===== config.mk =====
export PLATFORM = sky130hd
export DESIGN_NAME = prog_updown_counter
export DESIGN_NICKNAME = d
export VERILOG_FILES = /design/src/rtl/counter_pkg.sv /design/src/rtl/tick_prescaler.sv /design/src/rtl/prog_updown_counter.sv
export SDC_FILE = /design/constraint.sdc
export NUM_CORES = 1
export LEC_CHECK = 0
export ABC_AREA = 1
export CORE_ASPECT_RATIO = 0.8
export CORE_MARGIN = 2
export CORE_UTILIZATION = 56
export DETAILED_ROUTE_END_ITERATION = 10
export GPL_TIMING_DRIVEN = 0
export HOLD_SLACK_MARGIN = 0.06
export PLACE_DENSITY = 0.91
export SYNTH_ARGS = -nofsm -noshare
export SYNTH_HDL_FRONTEND = slang
export SYNTH_SLANG_ARGS = --single-unit

===== constraint.sdc =====
create_clock -name clk -period 4.5 [get_ports clk]
set_input_delay 0.9 -clock clk [delete_from_list [all_inputs] [get_ports clk]]
set_output_delay 0.9 -clock clk [all_outputs]
set_load 0.02 [all_outputs]

===== src/rtl/counter_pkg.sv =====
// Shared definitions for the programmable counter family.
// Mode encodings and a constant log2 helper for register sizing.
package counter_pkg;

    localparam logic [1:0] MODE_WRAP    = 2'b00;
    localparam logic [1:0] MODE_SAT     = 2'b01;
    localparam logic [1:0] MODE_ONESHOT = 2'b10;

    // Ceiling log2, never below 1 so a register is always at least 1 bit.
    function automatic int clog2(input int v);
        int r;
        int x;
        r = 0;
        x = v - 1;
        while (x > 0) begin
            r = r + 1;
            x = x >>> 1;
        end
        return (r < 1) ? 1 : r;
    endfunction

endpackage


===== src/rtl/tick_prescaler.sv =====
// Enable prescaler: emits one tick per PRESCALE enabled cycles.
// With PRESCALE=1 the tick is the enable itself.
module tick_prescaler
    import counter_pkg::*;
#(
    parameter int PRESCALE = 1
) (
    input  logic clk,
    input  logic reset,
    input  logic enable,
    input  logic clear,
    output logic tick
);

    localparam int PW = clog2(PRESCALE);

    logic [PW-1:0] r_cnt;
    logic          w_last;

    assign w_last = (PRESCALE <= 1) || (r_cnt == PW'(PRESCALE - 1));
    assign tick   = enable && w_last;

    // Count enabled cycles, rolling over on the tick; clear restarts the window.
    always_ff @(posedge clk or posedge reset) begin
        if (reset) begin
            r_cnt <= '0;
        end else if (clear) begin
            r_cnt <= '0;
        end else if (enable) begin
            r_cnt <= w_last ? '0 : r_cnt + 1'b1;
        end
    end

endmodule


===== src/rtl/prog_updown_counter.sv =====
// Programmable up/down counter with limits, step, wrap/saturate/one-shot
// modes, prescaled enable, terminal-count pulse and sticky boundary flags.
module prog_updown_counter
    import counter_pkg::*;
#(
    parameter int WIDTH    = 8,
    parameter int STEP_W   = 4,
    parameter int PRESCALE = 1
) (
    input  logic              clk,
    input  logic              reset,
    input  logic              enable,
    input  logic              up,
    input  logic              load,
    input  logic [WIDTH-1:0]  load_in,
    input  logic [STEP_W-1:0] step,
    input  logic [WIDTH-1:0]  limit_lo,
    input  logic [WIDTH-1:0]  limit_hi,
    input  logic [1:0]        mode,
    input  logic              clr_flags,
    output logic [WIDTH-1:0]  count_out,
    output logic              tc_pulse,
    output logic              ovf_flag,
    output logic              unf_flag,
    output logic              running
);

    localparam int EW = WIDTH + 1;

    logic [WIDTH-1:0] r_count;
    logic             r_tc;
    logic             r_ovf;
    logic             r_unf;
    logic             r_run;

    logic             w_tick;
    logic             w_pre_en;
    logic             w_adv;
    logic             w_sat;
    logic             w_evt;
    logic [EW-1:0]    w_step_ext;
    logic [EW-1:0]    w_sum;
    logic [EW-1:0]    w_lo_step;
    logic [WIDTH-1:0] w_dn;
    logic [WIDTH-1:0] w_cnt_nxt;

    // Stopped one-shot and load cycles do not feed the prescaler.
    assign w_pre_en = enable && r_run && !load;

    tick_prescaler #(
        .PRESCALE (PRESCALE)
    ) u_pre (
        .clk    (clk),
        .reset  (reset),
        .enable (w_pre_en),
        .clear  (load),
        .tick   (w_tick)
    );

    // Extended-width arithmetic so neither direction can alias.
    assign w_step_ext = EW'(step);
    assign w_sum      = {1'b0, r_count} + w_step_ext;
    assign w_lo_step  = {1'b0, limit_lo} + w_step_ext;
    assign w_dn       = r_count - WIDTH'(step);

    // Inverted limits or zero step make the advance a no-op.
    assign w_adv = w_tick && (limit_lo <= limit_hi) && (|step);
    assign w_sat = (mode == MODE_SAT) || (mode == MODE_ONESHOT);
    assign w_evt = w_adv &&
                   (up ? (w_sum > {1'b0, limit_hi})
                       : ({1'b0, r_count} < w_lo_step));

    // Next count: load, boundary target by mode, or plain step.
    always_comb begin
        w_cnt_nxt = r_count;
        if (load) begin
            w_cnt_nxt = load_in;
        end else if (w_evt) begin
            if (up) begin
                w_cnt_nxt = w_sat ? limit_hi : limit_lo;
            end else begin
                w_cnt_nxt = w_sat ? limit_lo : limit_hi;
            end
        end else if (w_adv) begin
            w_cnt_nxt = up ? w_sum[WIDTH-1:0] : w_dn;
        end
    end

    // Count, pulse, sticky flags and one-shot run state.
    always_ff @(posedge clk or posedge reset) begin
        if (reset) begin
            r_count <= '0;
            r_tc    <= 1'b0;
            r_ovf   <= 1'b0;
            r_unf   <= 1'b0;
            r_run   <= 1'b1;
        end else begin
            r_count <= w_cnt_nxt;
            r_tc    <= w_evt;
            r_ovf   <= (w_evt && up) || (r_ovf && !clr_flags);
            r_unf   <= (w_evt && !up) || (r_unf && !clr_flags);
            if (load) begin
                r_run <= 1'b1;
            end else if (w_evt && (mode == MODE_ONESHOT)) begin
                r_run <= 1'b0;
            end
        end
    end

    assign count_out = r_count;
    assign tc_pulse  = r_tc;
    assign ovf_flag  = r_ovf;
    assign unf_flag  = r_unf;
    assign running   = r_run;

endmodule


# Yosys cells after proc, flatten, opt, wreduce, memory -nomap -nowiden
# Cells that the tools add are included.
# word_totals
reg_bits	12
latchBits	0
mem_bits_rw	0
romBits	0
input_bits	36
out_inout_bits	12
elab_cells	42
n_memories	0
# op_classes
addsub	3
multipliers	0
n_div	0
magnitude_cmp	3
n_eq_ne	2
shifts	0
n_mux	10
bitwise_logic	0
n_reduce_logical	19
# op_table
op	n
$mux 8	7
$add 8x4->9	2
$logic_and 1x1->1	10
$gt 9x8->1	1
$lt 8x9->1	1
$le 8x8->1	1
$sub 8x4->8	1
$reduce_or 4->1	1
$logic_not 1->1	3
$logic_or 1x1->1	3
$mux 1	3
$reduce_bool 3->1	1
$eq 2x1->1 const B	1
$eq 2x2->1 const B	1
$reduce_bool 2->1	1

# Longest topological paths before layout
# logic_depth
depth_word	8
ltp_mapped	26
mapped_depth_nobuf	24

# By module
# Synthesis repeated with hierarchy kept, for this count alone.
# hier_totals
cells_unflattened	323
hier_area_um2	2090.8
# modules_own_cells
mod	n_inst	cells_each	area_per_inst_um2	seq_area_each_um2
prog_updown_counter	1	322	2083.2	301.5
tick_prescaler	1	1	7.5	0.0

# Least setup slack after synthesis
# Ideal clock, no wire load.
# synth_timing
kind	input -> register
from	input port step[0]
to	register r_count[6] (netlist: count_out[6])
setup_ps	117
arrival_time_ps	3158
t_required_ps	4383
slack_ps	1225
path_stages	22
n_path_buf	1
cell_sequence	ha_1 -> fa_1 -> nand3_1 -> nand2_2 -> xor2_1 -> ha_1 -> nand2_1 -> nor2_1 -> nand2_1 -> nand3_1 -> nand2_1 -> nand2_1 -> nand2_1 -> nand2_1 -> nand2_1 -> nand2_4 -> nand3_4 -> buf_8 -> nand2_2 -> nand3_2 -> nand2_1 -> nand2_1
# synth_between
elab_chain_len	6
word_cells_on_any_way	14
cone_classes	add/sub (3); order compare (2); mux (5); reduce/logical (4)
# synth_rtl
element	line	rtl
start, declared	prog_updown_counter.sv:16	input logic [STEP_W-1:0] step,
$add 8x4->9 (on tied branches)	prog_updown_counter.sv:63, prog_updown_counter.sv:62	
$lt 8x9->1 / $gt 9x8->1 (equally long branches)	prog_updown_counter.sv:71, prog_updown_counter.sv:70	
$mux 1	prog_updown_counter.sv:70	(up ? (w_sum > {1'b0, limit_hi})
$logic_and 1x1->1	prog_updown_counter.sv:69	assign w_evt = w_adv &&
$mux 8	prog_updown_counter.sv:78	end else if (w_evt) begin
$mux 8	prog_updown_counter.sv:76	if (load) begin
end signal, assigned	prog_updown_counter.sv:98	r_count <= w_cnt_nxt;
end, declared	prog_updown_counter.sv:30	logic [WIDTH-1:0] r_count;
# Parallel ways exist; a longest one is shown, timed or not. The select of a mux whose other input is x is not followed.
# A chain may end at the register's enable or synchronous reset.

# Worst setup path after layout
# layout_timing
from	input port step[1]
to	register r_count[6] (netlist: count_out[6])
# Same word-level chain as after synthesis.

==> metrics.md <==
| Metric | Value |
|---|---|
| Outcome | completed |
| Setup TNS | 0 ps |
| Most frequent cells after synthesis | nand2_1, inv_1, ha_1 |
| Num CTS Buffers | 3 |
| Combinational Power Share | 65.0% |
| # Post-CTS Setup Buffers | 0 |
| Worst setup SP type | primary input |
| PortBufs | 45 |
| Pin count of the biggest net entering global routing | 13 |
| Root buffer cell | clkbuf_8 |
| Post-synth top area share | 21.06% |
| Hold_sp | running |
| Worst Hold Class | flip-flop to flip-flop |
| Post-synthesis sequential area ratio | 14.10% |
| Final Setup Violations | 0 |
| Clock Power Share | 14.0% |
| Final Core Density | 72.11% |
| Die Wd | 73.09 µm |
| Mapped cell area | 0.002138 mm² |
| Synth Flop Type | dfrtp_1 |
| Crit path kind | primary input to flip-flop |
| Post-synth cell types | 35 |
| Gate Count Post-Synth | 324 |
| PD cells | 264.2 mW/mm² |
| Endpoint, Worst Hold | running |
| Leak pwr | 1.430 nW |
| Area growth, synth to finish | 25.75% |
| Post-synth EDFFs | 0 |
| Placeable Area | 0.003729 mm² |
| Power Total | 0.7105 mW |
| Leading area contributor after synthesis | ha_1 |
| Reg2reg setup slack | 1340 ps |
| Routed wire length | 5.421 mm |
| Max frequency | 249.5 MHz |
| Total congestion overflow | 0 |
| Final hold violations | 0 |
| Slew HR | 69.83% |
| Number of global-route vias before repair | 2,055 |
| #FFs+latches synth | 12 |
| Synth warnings | 0 |
| I/O pin count | 48 |
| Site Rows | 20 |
| RR Endpoint | count_out[6] |
| Top area cells in the synthesized netlist | ha_1, nand2_1, dfrtp_1 |
| VDD IR max | 0.1646 mV |
| Final Wtd Congestion | 0.9402 |
| Worst Path Required | 4630 ps |
| Clk slew on worst S/H paths | 50 ps |
| Antenna violations before repair | 0 |
| Htree depth | 1 |
| Slew @ Worst Pin | 452.0 ps |
| Longest Clk Path Bufs | 2 |
| Post_cts resized | 0 |
| Layout cells sized above 1 | 7.775% |
| Worst Setup SP | step[1] |
| Max Cap Viol | 0 |
| 1st-pass router iterations | 4 |
| Reg power frac | 21.0% |
| Cts hold-fix bufs | 0 |
| Overall Global Routing Usage | 27.02% |
| Worst-skew pair later-pin latency | 240 ps |
| WHS Path Cells | 2 |
| Asr flop ratio synth | 100.0% |
| Critical R2R Launch | count_out[2] |
| WL/cell | 13.00 µm |
| Most frequent cell after synthesis | nand2_1 |
| RSZ-0062 raised after global routing | no |
| Worst Setup End Kind | flip-flop |
| Worst EP arrival | 4140 ps |
| Max-slew violations | 0 |
| HPWL after DPL | 4.554 mm |
| Mean number of vias per cell | 5.403 |
| Initial DRC count | 149 |
| Via count | 2,253 |
| R2r worst-path depth | 24 |
| Skew final | 0.6535 ps |
| Sw Ratio | 46.73% |
| Final period util | 89.08% |
| Min cycle time layout | 4008 ps |
| Crit path max fanout | 10 |
| Syn Area/Cell | 6.600 µm² |
| CTS tree | built |
| Final net count | 449 |
| Routed Antenna Nets | 0 |
| Sw power | 0.3320 mW |
| DR DRC count | 0 |
| Ant diodes | 0 |
| Total die area | 0.004332 mm² |
| Net Count, Synth | 399 |
| First-pass GRT wire length | 9.052 mm |
| Die height | 59.27 µm |
| CTS sink count | 12 |
| Internal power | 0.3785 mW |
| Initial Utilization | 57.35% |
placed cells by master, fill, tap and decap left out, types with 11 or more instances in the layout:
cell,instances
a21oi_1,14
clkdlybuf4s50_1,45
dfrtp_1,11
ha_1,36
inv_1,47
nand2_1,94
nand3_1,16
nor2_1,25
o21ai_0,18
metrics by stage:
stage               instance area [µm²]  worst slack (ps)  hold slack, ps  instances
CTS                                2689             468.9           494.1        417
detailed placement                 2644             241.3           488.0        413
global route                       2689             138.1           526.1        417
finish                             2689             491.5           489.3        417
global placement                   2644             409.1           477.9        413
floorplan                          2138              1225           517.0        324
power by group through the flow:
stage	clock (mW)	combinational (mW)	sequential, mW
after floorplan	0	0.297	0.163
after CTS	0.102	0.458	0.149
final	0.0997	0.462	0.149
after global routing	0.109	0.523	0.151
after global placement	0	0.435	0.150
after detailed placement	0	0.453	0.150
layer usage:
layer / vias up / part of all wire [%] / GRT usage (%)
li1: 1142 / - / -
met1: 1031 / 46 / 36.86
met2: 74 / 46 / 44.66
met3: 6 / 6.5 / 5.442
met4: 0 / 0.89 / 5.291
met5: - / 0 / 0
how the worst max path moves through the flow:
stage                         endpoint  slack, ps
final                     count_out[6]        490
after global routing      count_out[5]        140
after floorplan           count_out[6]       1230
after detailed placement  count_out[6]        240
after global placement    count_out[6]        410
after CTS                 count_out[6]        470
cells by family (layout without fill, tap and decap cells):
logic type,Yosys count,after routing,synth area share [%]
XOR/XNOR,12,12,4.916
AO/OA/AOI/OAI,46,46,13.22
flip-flops,12,12,14.10
buffers and inverters,60,109,11.70
AND/OR/NAND/NOR,155,155,32.18
adder cells (fa/ha/maj),39,39,23.87
flip-flops by register name (all words and copies together) (netlist names):
signal,count
count_out,8
ovf_flag,1
running,1
tc_pulse,1
unf_flag,1
layout make-up:
type / count / area (µm²)
tap: 44 / 55.05
clock buffer: 4 / 45.04
multi-input combinational: 252 / 1587
sequential: 12 / 301.5
inverter: 52 / 195.2
fill: 312 / 1040
timing repair buffer: 45 / 450.4
buffer: 8 / 55.05
critical path, cell delays in order:
cell and delay, ps:
clkdlybuf4s50_1 700, inv_1 90, ha_1 320, nor2_1 120, nand2_1 70, nand2_1 160
xor2_1 250, inv_1 70, ha_1 270, nand2_1 50, nor2_1 130, nand2_1 70
nand3_1 70, nand2_1 50, nand2_1 50, nand2_1 40, nand2_1 50, nand2_1 70
nand2_4 110, nand3_4 110, buf_8 170, nand2_2 60, nand3_2 50, nand2_1 60
nand2_1 40
Power figures use the tool's default switching activity.
